===== config.mk =====
export PLATFORM = sky130hd
export DESIGN_NAME = ps2_keypad_decoder_flat
export DESIGN_NICKNAME = d
export VERILOG_FILES = /design/src/rtl/ps2_keypad_decoder_if.sv /design/src/rtl/ps2_keypad_decoder.sv /design/src/flat_wrapper.sv
export SDC_FILE = /design/constraint.sdc
export NUM_CORES = 1
export LEC_CHECK = 0
export ABC_AREA = 1
export CAP_MARGIN = 20
export CORE_MARGIN = 8
export CORE_UTILIZATION = 61
export CTS_CLUSTER_SIZE = 25
export DETAILED_ROUTE_END_ITERATION = 10
export PLACE_DENSITY = 0.87
export SLEW_MARGIN = 30
export SYNTH_ARGS = -nofsm -noshare
export SYNTH_HDL_FRONTEND = slang
export SYNTH_SLANG_ARGS = --single-unit

===== constraint.sdc =====
create_clock -name clk -period 2 [get_ports clk]
set_input_delay 0.4 -clock clk [delete_from_list [all_inputs] [get_ports clk]]
set_output_delay 0.4 -clock clk [all_outputs]
set_load 0.005 [all_outputs]

===== src/rtl/ps2_keypad_decoder_if.sv =====
// ps2_keypad_decoder_if: PS/2 pin pair plus one-hot command output.
// The master side is the keyboard/board model; the slave side is the decoder.
interface ps2_keypad_decoder_if;
    logic       ps2_clk;
    logic       ps2_data;
    logic [4:0] operation;

    modport master (
        output ps2_clk,
        output ps2_data,
        input  operation
    );

    modport slave (
        input  ps2_clk,
        input  ps2_data,
        output operation
    );
endinterface


===== src/rtl/ps2_keypad_decoder.sv =====
// ps2_keypad_decoder: PS/2 set-2 receiver decoding game keys to one-hot pulses.
// Define PS2_PARITY_CHECK_EN to drop frames failing the odd-parity check.
module ps2_keypad_decoder #(
    parameter int SYNC_STAGES    = 2,
    parameter int TIMEOUT_CYCLES = 50000
) (
    input logic                 clk,
    input logic                 rst,
    ps2_keypad_decoder_if.slave bus
);
    localparam int TW = $clog2(TIMEOUT_CYCLES + 1);

    typedef enum logic [1:0] {
        IDLE,
        DATA,
        PARITY,
        STOP
    } rx_state_t;

    logic [SYNC_STAGES-1:0] clk_sync;
    logic [SYNC_STAGES-1:0] data_sync;
    logic                   clk_prev;
    logic                   fall;
    logic                   sdata;

    always_ff @(posedge clk or posedge rst) begin
        if (rst) begin
            clk_sync  <= '1;
            data_sync <= '1;
            clk_prev  <= 1'b1;
        end else begin
            clk_sync  <= {clk_sync[SYNC_STAGES-2:0], bus.ps2_clk};
            data_sync <= {data_sync[SYNC_STAGES-2:0], bus.ps2_data};
            clk_prev  <= clk_sync[SYNC_STAGES-1];
        end
    end

    assign fall  = clk_prev & ~clk_sync[SYNC_STAGES-1];
    assign sdata = data_sync[SYNC_STAGES-1];

    rx_state_t     state_q, state_d;
    logic [3:0]    bit_cnt_q, bit_cnt_d;
    logic [7:0]    shift_q, shift_d;
    logic [TW-1:0] tmo_q, tmo_d;
    logic          valid_q, valid_d;
    logic [7:0]    byte_q, byte_d;
    logic          par_ok;

`ifdef PS2_PARITY_CHECK_EN
    logic par_q, par_d;

    always_ff @(posedge clk or posedge rst) begin
        if (rst) begin
            par_q <= 1'b0;
        end else begin
            par_q <= par_d;
        end
    end

    assign par_ok = ^{shift_q, par_q};
`else
    assign par_ok = 1'b1;
`endif

    always_ff @(posedge clk or posedge rst) begin
        if (rst) begin
            state_q   <= IDLE;
            bit_cnt_q <= '0;
            shift_q   <= '0;
            tmo_q     <= '0;
            valid_q   <= 1'b0;
            byte_q    <= '0;
        end else begin
            state_q   <= state_d;
            bit_cnt_q <= bit_cnt_d;
            shift_q   <= shift_d;
            tmo_q     <= tmo_d;
            valid_q   <= valid_d;
            byte_q    <= byte_d;
        end
    end

    always_comb begin
        state_d   = state_q;
        bit_cnt_d = bit_cnt_q;
        shift_d   = shift_q;
        tmo_d     = tmo_q;
        valid_d   = 1'b0;
        byte_d    = byte_q;
`ifdef PS2_PARITY_CHECK_EN
        par_d     = par_q;
`endif
        if (fall) begin
            tmo_d = '0;
            unique case (state_q)
                IDLE: begin
                    // A high start bit is line noise; stay put and resync
                    if (!sdata) begin
                        state_d   = DATA;
                        bit_cnt_d = 4'd1;
                    end
                end
                DATA: begin
                    shift_d   = {sdata, shift_q[7:1]};
                    bit_cnt_d = bit_cnt_q + 4'd1;
                    if (bit_cnt_q == 4'd8) begin
                        state_d = PARITY;
                    end
                end
                PARITY: begin
`ifdef PS2_PARITY_CHECK_EN
                    par_d     = sdata;
`endif
                    bit_cnt_d = 4'd10;
                    state_d   = STOP;
                end
                STOP: begin
                    if (sdata && par_ok) begin
                        valid_d = 1'b1;
                        byte_d  = shift_q;
                    end
                    bit_cnt_d = '0;
                    state_d   = IDLE;
                end
            endcase
        end else if (bit_cnt_q != 4'd0) begin
            if (tmo_q == TW'(TIMEOUT_CYCLES - 1)) begin
                tmo_d     = '0;
                bit_cnt_d = '0;
                state_d   = IDLE;
            end else begin
                tmo_d = tmo_q + TW'(1);
            end
        end
    end

    function automatic logic [4:0] lookup(input logic ext, input logic [7:0] code);
        logic [4:0] op;
        op = 5'b00000;
        if (ext) begin
            case (code)
                8'h75:   op = 5'b00001;
                8'h72:   op = 5'b00010;
                8'h6B:   op = 5'b00100;
                8'h74:   op = 5'b01000;
                8'h5A:   op = 5'b10000;
                default: op = 5'b00000;
            endcase
        end else begin
            case (code)
                8'h1D:   op = 5'b00001;
                8'h1B:   op = 5'b00010;
                8'h1C:   op = 5'b00100;
                8'h23:   op = 5'b01000;
                8'h29:   op = 5'b10000;
                8'h5A:   op = 5'b10000;
                default: op = 5'b00000;
            endcase
        end
        return op;
    endfunction

    logic       ext_q;
    logic       brk_q;
    logic [4:0] op_q;
    logic       is_e0;
    logic       is_f0;
    logic       is_key;

    assign is_e0  = (byte_q == 8'hE0);
    assign is_f0  = (byte_q == 8'hF0);
    assign is_key = !is_e0 && !is_f0;

    always_ff @(posedge clk or posedge rst) begin
        if (rst) begin
            ext_q <= 1'b0;
            brk_q <= 1'b0;
            op_q  <= '0;
        end else begin
            op_q <= '0;
            if (valid_q) begin
                unique case (1'b1)
                    is_e0: ext_q <= 1'b1;
                    is_f0: brk_q <= 1'b1;
                    is_key && brk_q: begin
                        ext_q <= 1'b0;
                        brk_q <= 1'b0;
                    end
                    is_key && !brk_q: begin
                        op_q  <= lookup(ext_q, byte_q);
                        ext_q <= 1'b0;
                        brk_q <= 1'b0;
                    end
                endcase
            end
        end
    end

    assign bus.operation = op_q;
endmodule


===== src/flat_wrapper.sv =====
// flat-port wrapper written by rule: the top's interface ports become plain ports
module ps2_keypad_decoder_flat 
#(
    parameter int SYNC_STAGES    = 2,
    parameter int TIMEOUT_CYCLES = 50000
)
  (clk, rst, bus_ps2_clk, bus_ps2_data, bus_operation);
  ps2_keypad_decoder_if bus_i ();
  input logic clk;
  input logic rst;
  input wire logic [$bits(bus_i.ps2_clk)-1:0] bus_ps2_clk;
  input wire logic [$bits(bus_i.ps2_data)-1:0] bus_ps2_data;
  output wire logic [$bits(bus_i.operation)-1:0] bus_operation;
  assign bus_i.ps2_clk = bus_ps2_clk;
  assign bus_i.ps2_data = bus_ps2_data;
  assign bus_operation = bus_i.operation;
  ps2_keypad_decoder #(.SYNC_STAGES(SYNC_STAGES), .TIMEOUT_CYCLES(TIMEOUT_CYCLES)) u_core (.clk(clk), .rst(rst), .bus(bus_i));
endmodule

==> results.cfg, run 1 <==
[timing]
max-slew-margin-rel = 0.716
period_needed_ns = 1.69
worst_pin_slew_ns = 0.424
timing.fmax_mhz = 591
finalSetupTns_ns = 0
fin_crit_sh = 0.847
slew_viol_final = 0
setup_violations = 0
rsz0062_at_grt = no
hold_slack_ns = 0.340
finalClockSkew_ns = 0.00774
setup_ws_ns = 0.307
hold_viol = 0

[finish]
seq_area_mm2 = 0.00128
drive_gt1_frac = 0.0986
nets = 375
diodes = 0
layout_commonest_cell = nand2_1
multi_input_area_mm2 = 0.00122
syn2layout_area_growth_pct = 8.73
layout_common_cells = 86 x nand2_1, 49 x nor2_1, 46 x inv_1, 46 x dfrtp_1, 22 x nand3_1
nFillCells = 345

[pwr]
vdd.ir_drop.worst_uv = 683
power_per_cell_area_mw_per_mm2 = 867
leakage_nw = 1.37

[clocking]
clk_pin_slew_ns = 0.10
clock_latency_ns = 0.31
cts_inserted_buffers = 5
cts_setup_buffers = 0
cts_tree = built
cts_resized = 0
cts_hold_buffers = 0
clock_sinks = 51
ctsRootBufferMaster = clkbuf_8
clock_path_buffers = 2
cts.htree.levels = 2

[floorplan]
fp.dieH_um = 82.8
row_count = 24
fp.dieW_um = 82.8
die-area_mm2 = 0.00686
start_util = 0.630
coreArea_mm2 = 0.00432
ios = 9

[logic_synthesis]
syn_area_mm2 = 0.00272
avgSynthCellArea_um2 = 7.74
ys_ff_latch = 51
synth-seq-area-share = 0.471
syn_inst = 352
synth.distinct_cells = 32
ys_warn_count = 0
syn_nets = 363

[worst_setup_path]
r2r_cells = 9
cp.required_ns = 2.20
end_kind = flop
crit_path_start_kind = flop
cp_max_fo = 20
reg2reg_to = u_core.state_q[0]$_DFFE_PP0P_
worstSetupEndpoint = u_core.state_q[0]$_DFFE_PP0P_
critPathKind = flop to flop
arrival_ns = 1.90
crit_start = u_core.clk_prev$_DFF_PP1_
ff2ff_setup_slack_ns = 0.31
reg2reg_from = u_core.clk_prev$_DFF_PP1_

[run]
drv_cap = 0

[global_route]
grt_pass1_wl_um = 9180
grt_pass1_vias = 2170
grt_max_degree = 40
grt_util_all_layers = 0.156
globalRouteOverflowTotal = 0
antenna_found_initial = 0

[route]
via_count = 2288
routedWlPerCell_um = 12.6
drtAntennaViolNets = 0
drt_first_pass_iters = 4
drc = 0
wirelength_um = 5240
via_per_inst = 5.49
first_iter_violations = 119

[place]
pre_cts_slack_ns = 0.350
hpwlAfterDp_um = 3750
portBuffers = 8
place_congestion = 0.921

[hold_path]
hold_path.class = primary input to asynchronous set/reset pin

[outcome]
status = finished clean
-- sequential cells by signal, summed over array words and instances (netlist names) --
register / cells
u_core.tmo_q: 16
u_core.byte_q: 8
u_core.shift_q: 8
u_core.bus.operation: 5
u_core.bit_cnt_q: 4
u_core.clk_sync: 2
u_core.data_sync: 2
u_core.state_q: 2
u_core.brk_q: 1
u_core.clk_prev: 1
u_core.ext_q: 1
u_core.valid_q: 1
-- layout make-up --
| class | count | area share |
|---|---|---|
| Clock inverter | 3 | 0.00972 |
| Timing Repair Buffer | 9 | 0.0338 |
| Clock buffer | 5 | 0.0232 |
| Inverter | 52 | 0.0659 |
| Sequential cell | 51 | 0.433 |
| Tap cell | 52 | 0.0220 |
| Multi-Input combinational cell | 245 | 0.412 |
-- through the flow --
step                      utilization  power (mW)  cell area (µm²)  std cells
final                           0.685        2.57             2960        417
after global routing            0.685        2.73             2960        417
after global placement          0.662        1.93             2860        409
after CTS                       0.685        2.58             2960        417
after detailed placement        0.662        1.95             2860        409
after floorplan                     -        1.84             2720        352
-- cells in the mapped netlist --
| library cell | n | area share |
|---|---|---|
| o21ai_0 | 21 | 0.039 |
| xnor2_1 | 1 | 0.0032 |
| nor2_4 | 1 | 0.0041 |
| nand3_2 | 2 | 0.0073 |
| nand2_4 | 1 | 0.0041 |
| buf_6 | 1 | 0.0041 |
| a21oi_1 | 11 | 0.020 |
| nand2_1 | 86 | 0.12 |
| nand3b_1 | 1 | 0.0028 |
| nor2_8 | 1 | 0.0073 |
| nor3_2 | 2 | 0.0073 |
| dfstp_2 | 5 | 0.048 |
| nand4_1 | 14 | 0.032 |
| and2_1 | 1 | 0.0023 |
| nand3_1 | 22 | 0.040 |
| o22ai_1 | 2 | 0.0046 |
| inv_2 | 5 | 0.0069 |
| nor4_1 | 1 | 0.0023 |
| a31oi_1 | 2 | 0.0046 |
| nand2_2 | 5 | 0.011 |
| dfrtp_1 | 46 | 0.42 |
| xor2_1 | 1 | 0.0032 |
| nor3_1 | 8 | 0.015 |
| nor2_1 | 49 | 0.068 |
| ha_1 | 7 | 0.032 |
| buf_2 | 2 | 0.0037 |
| nor2_2 | 2 | 0.0046 |
| inv_1 | 47 | 0.065 |
| nor3b_1 | 2 | 0.0055 |
| clkbuf_1 | 1 | 0.0014 |
| o21bai_4 | 1 | 0.0069 |
| or2_2 | 1 | 0.0023 |
-- cells by family (layout without fill, tap and decap cells) --
| group | after synthesis | in the layout | share of synthesized area |
|---|---|---|---|
| xor+xnor | 2 | 2 | 0.00643 |
| flops | 51 | 51 | 0.471 |
| fa+ha+maj | 7 | 7 | 0.0322 |
| compound gates | 37 | 37 | 0.0749 |
| buf+inv | 56 | 69 | 0.0808 |
| simple gates | 199 | 199 | 0.335 |
-- per-layer routing --
layer  up-vias  routed length (µm)  part of all wire  track usage
li1       1156                   -                 -            -
met1      1053                2360              0.45        0.187
met2        72                2530              0.48        0.262
met3         7                 271             0.052       0.0342
met4         0                  78             0.015       0.0655
met5         -                   0                 0            0
-- report_power, final --
part	internal (mW)	switching, mW
registers	1.15	0.109
logic	0.209	0.471
clock network	0.260	0.367
total	1.62	0.947
-- critical path, cell delays in order, from the launching register on --
cell	delay [ns]
dfstp_2	0.53
inv_1	0.05
nor2_4	0.24
nor2_8	0.09
inv_2	0.30
nand2_2	0.08
inv_2	0.08
nand2_1	0.07
nand2_1	0.08
nand2_1	0.06
-- worst min path at each step --
| stage | endpoint | slack (ns) |
|---|---|---|
| after global routing | u_core.bit_cnt_q[2]$_DFFE_PP0P_ | 0.37 |
| after global placement | u_core.data_sync[1]$_DFF_PP1_ | 0.35 |
| after detailed placement | u_core.clk_sync[1]$_DFF_PP1_ | 0.35 |
| after CTS | u_core.bit_cnt_q[2]$_DFFE_PP0P_ | 0.34 |
| final | u_core.bit_cnt_q[2]$_DFFE_PP0P_ | 0.34 |
| after floorplan | u_core.clk_sync[1]$_DFF_PP1_ | 0.35 |
Power figures use the tool's default switching activity.
==> run 2, diff against run 1 <==
==> constraint.sdc (replaced) <==
create_clock -name clk -period 1.6 [get_ports clk]
set_input_delay 0.32 -clock clk [delete_from_list [all_inputs] [get_ports clk]]
set_output_delay 0.32 -clock clk [all_outputs]
set_load 0.005 [all_outputs]
==> run 2 against run 1 <==
Compared with the run above: clock power rose by 24%; design area rose by 4.6%; count of clock-buffer cells in the layout did not move; flip-flop and latch count did not move; maximum frequency rose by 11%; core utilization rose by 3.2 points; hold slack improved by 0.021 ns; combinational power rose by 62%; clock skew rose by 0.0037 ns; non-clock buffer count rose by 14; setup slack got worse by 0.23 ns; die area did not move; highest routed layer unchanged.
==> results.cfg, run 2 (synthesized netlist as in run 1, its figures left out) <==
[worst_setup_path]
cp.required_ns = 1.80
crit_slowest_cell = dfrtp_1
critPathKind = flop to flop
crit_chain = ha_2 > nand3_2 > nor2_1 > nand2_2 > o21bai_4 > buf_12 > nor3_1
end_kind = flop
timing.critical_path.buf_inv = 1
crit_path_start_kind = flop
critPathTopFamily = simple AND/OR/NAND/NOR gates
slowest_delay_ns = 0.40
cp_max_fo = 7
arrival_ns = 1.72
ff2ff_setup_slack_ns = 0.08

[clocking]
cts_inserted_buffers = 5
clock_sinks = 51
ctsRootBufferMaster = clkbuf_8
cts.htree.levels = 2
cts_tree = built
clock_latency_ns = 0.32
clk_pin_slew_ns = 0.10
clock_path_buffers = 2

[timing]
fin_crit_sh = 0.952
worst_pin_slew_ns = 0.284
finalClockSkew_ns = 0.0115
timing.fmax_mhz = 657
period_needed_ns = 1.52
slew_viol_final = 0
max-slew-margin-rel = 0.808
hold_viol = 0
setup_violations = 0
setup_ws_ns = 0.0770
rsz0062_at_grt = yes

[pwr]
leakage_nw = 1.44
clkPwrFrac = 0.225
vdd.ir_drop.worst_uv = 962
total_power_mw = 3.44
power_per_cell_area_mw_per_mm2 = 1110
pwr-share-seq = 0.456
p_switching_mw = 1.27
p_int_mw = 2.18
switching_share = 0.368
p_comb_frac = 0.319

[finish]
top_register = u_core.tmo_q
drive_gt1_frac = 0.140
largest_reg_flops = 16
layout_common_cells = 86 x nand2_1, 48 x nor2_1, 46 x inv_1, 46 x dfrtp_1
diodes = 0
largest_registers = u_core.tmo_q (16), u_core.byte_q (8), u_core.shift_q (8)
syn2layout_area_growth_pct = 13.8
nets = 389
layout_commonest_cell = nand2_1

[place]
hpwlAfterDp_um = 3800
pre_cts_slack_ns = 0.0339
portBuffers = 8
place_congestion = 0.885

[global_route]
antenna_found_initial = 0
grt_max_degree = 52
globalRouteOverflowTotal = 0
grt_util_all_layers = 0.157
grt_pass1_wl_um = 9310
grt_pass1_vias = 2190

[route]
via_per_inst = 5.33
via_count = 2298
drt_first_pass_iters = 4
routedWlPerCell_um = 12.4
first_iter_violations = 149
drtAntennaViolNets = 0
drc = 0
wirelength_um = 5340

[floorplan]
fp.dieW_um = 82.8
fp.dieH_um = 82.8
start_util = 0.630
coreArea_mm2 = 0.00432
row_count = 24
ios = 9
die-area_mm2 = 0.00686

[run]
drv_cap = 0

[hold_path]
hold_path.class = primary input to asynchronous set/reset pin

[outcome]
status = finished clean
[run 2: through the flow]
step	hold WS [ns]	area (µm²)	instances	TNS, ns	util
detailed placement	0.349	2940	419	0	0.680
CTS	0.362	3030	427	0	0.702
global placement	0.346	2940	419	0	0.680
floorplan	0.324	2720	352	0	-
finish	0.361	3100	431	0	0.717
global route	0.366	3100	431	-0.180	0.717
[run 2: final timing paths]
kind | startpoint | to | depth (start not counted)
max | u_core.tmo_q[1]$_DFFE_PP0P_ | u_core.tmo_q[7]$_DFFE_PP0P_ | 7
max in group asynchronous | rst | u_core.clk_prev$_DFF_PP1_ | 3
min in group clk | u_core.clk_sync[0]$_DFF_PP1_ | u_core.clk_sync[1]$_DFF_PP1_ | 0
min reg2reg | u_core.clk_sync[0]$_DFF_PP1_ | u_core.clk_sync[1]$_DFF_PP1_ | 0
min | rst | u_core.shift_q[1]$_DFFE_PP0P_ | 3
max reg2reg | u_core.tmo_q[1]$_DFFE_PP0P_ | u_core.tmo_q[7]$_DFFE_PP0P_ | 7
[run 2: layout make-up]
| class | count | area, µm² |
|---|---|---|
| clock buffers | 5 | 68.8 |
| inverters | 52 | 198 |
| multi-input cells | 245 | 1240 |
| clock inverters | 3 | 26.3 |
| well taps | 52 | 65.1 |
| repair buffers | 23 | 218 |
| fillers | 340 | 1220 |
| flip-flops and latches | 51 | 1280 |
[run 2: layer usage]
metal	track usage	up-vias	share of wire
met5	0	-	0
met4	0.0639	0	0.029
met3	0.0342	15	0.039
met2	0.253	52	0.46
met1	0.199	1056	0.47
li1	-	1175	-
[run 2: worst reg2reg max path, delay by kind of cell, from the launching register on]
kind                       cells  cell delay (ns)
and+or+nand+nor                4             0.43
DFF                            1             0.40
adders and majority gates      1             0.22
AOI/OAI and AO/OA              1             0.21
buffers and inverters          1             0.14
[run 2: what timing repair did]
action                                  CTS  global route
endpoints found under the setup margin    0            15
hold buffers                              0             0
gates resized for setup                   0             6
setup buffers                             0             4
[run 2: power by group through the flow]
stage                     Combinational [mW]  Clock, mW  Sequential [mW]
after floorplan                        0.738          0             1.57
after global placement                  1.00          0             1.58
after detailed placement                1.04          0             1.59
after CTS                               1.05      0.798             1.56
after global routing                    1.22      0.849             1.59
final                                   1.10      0.776             1.57
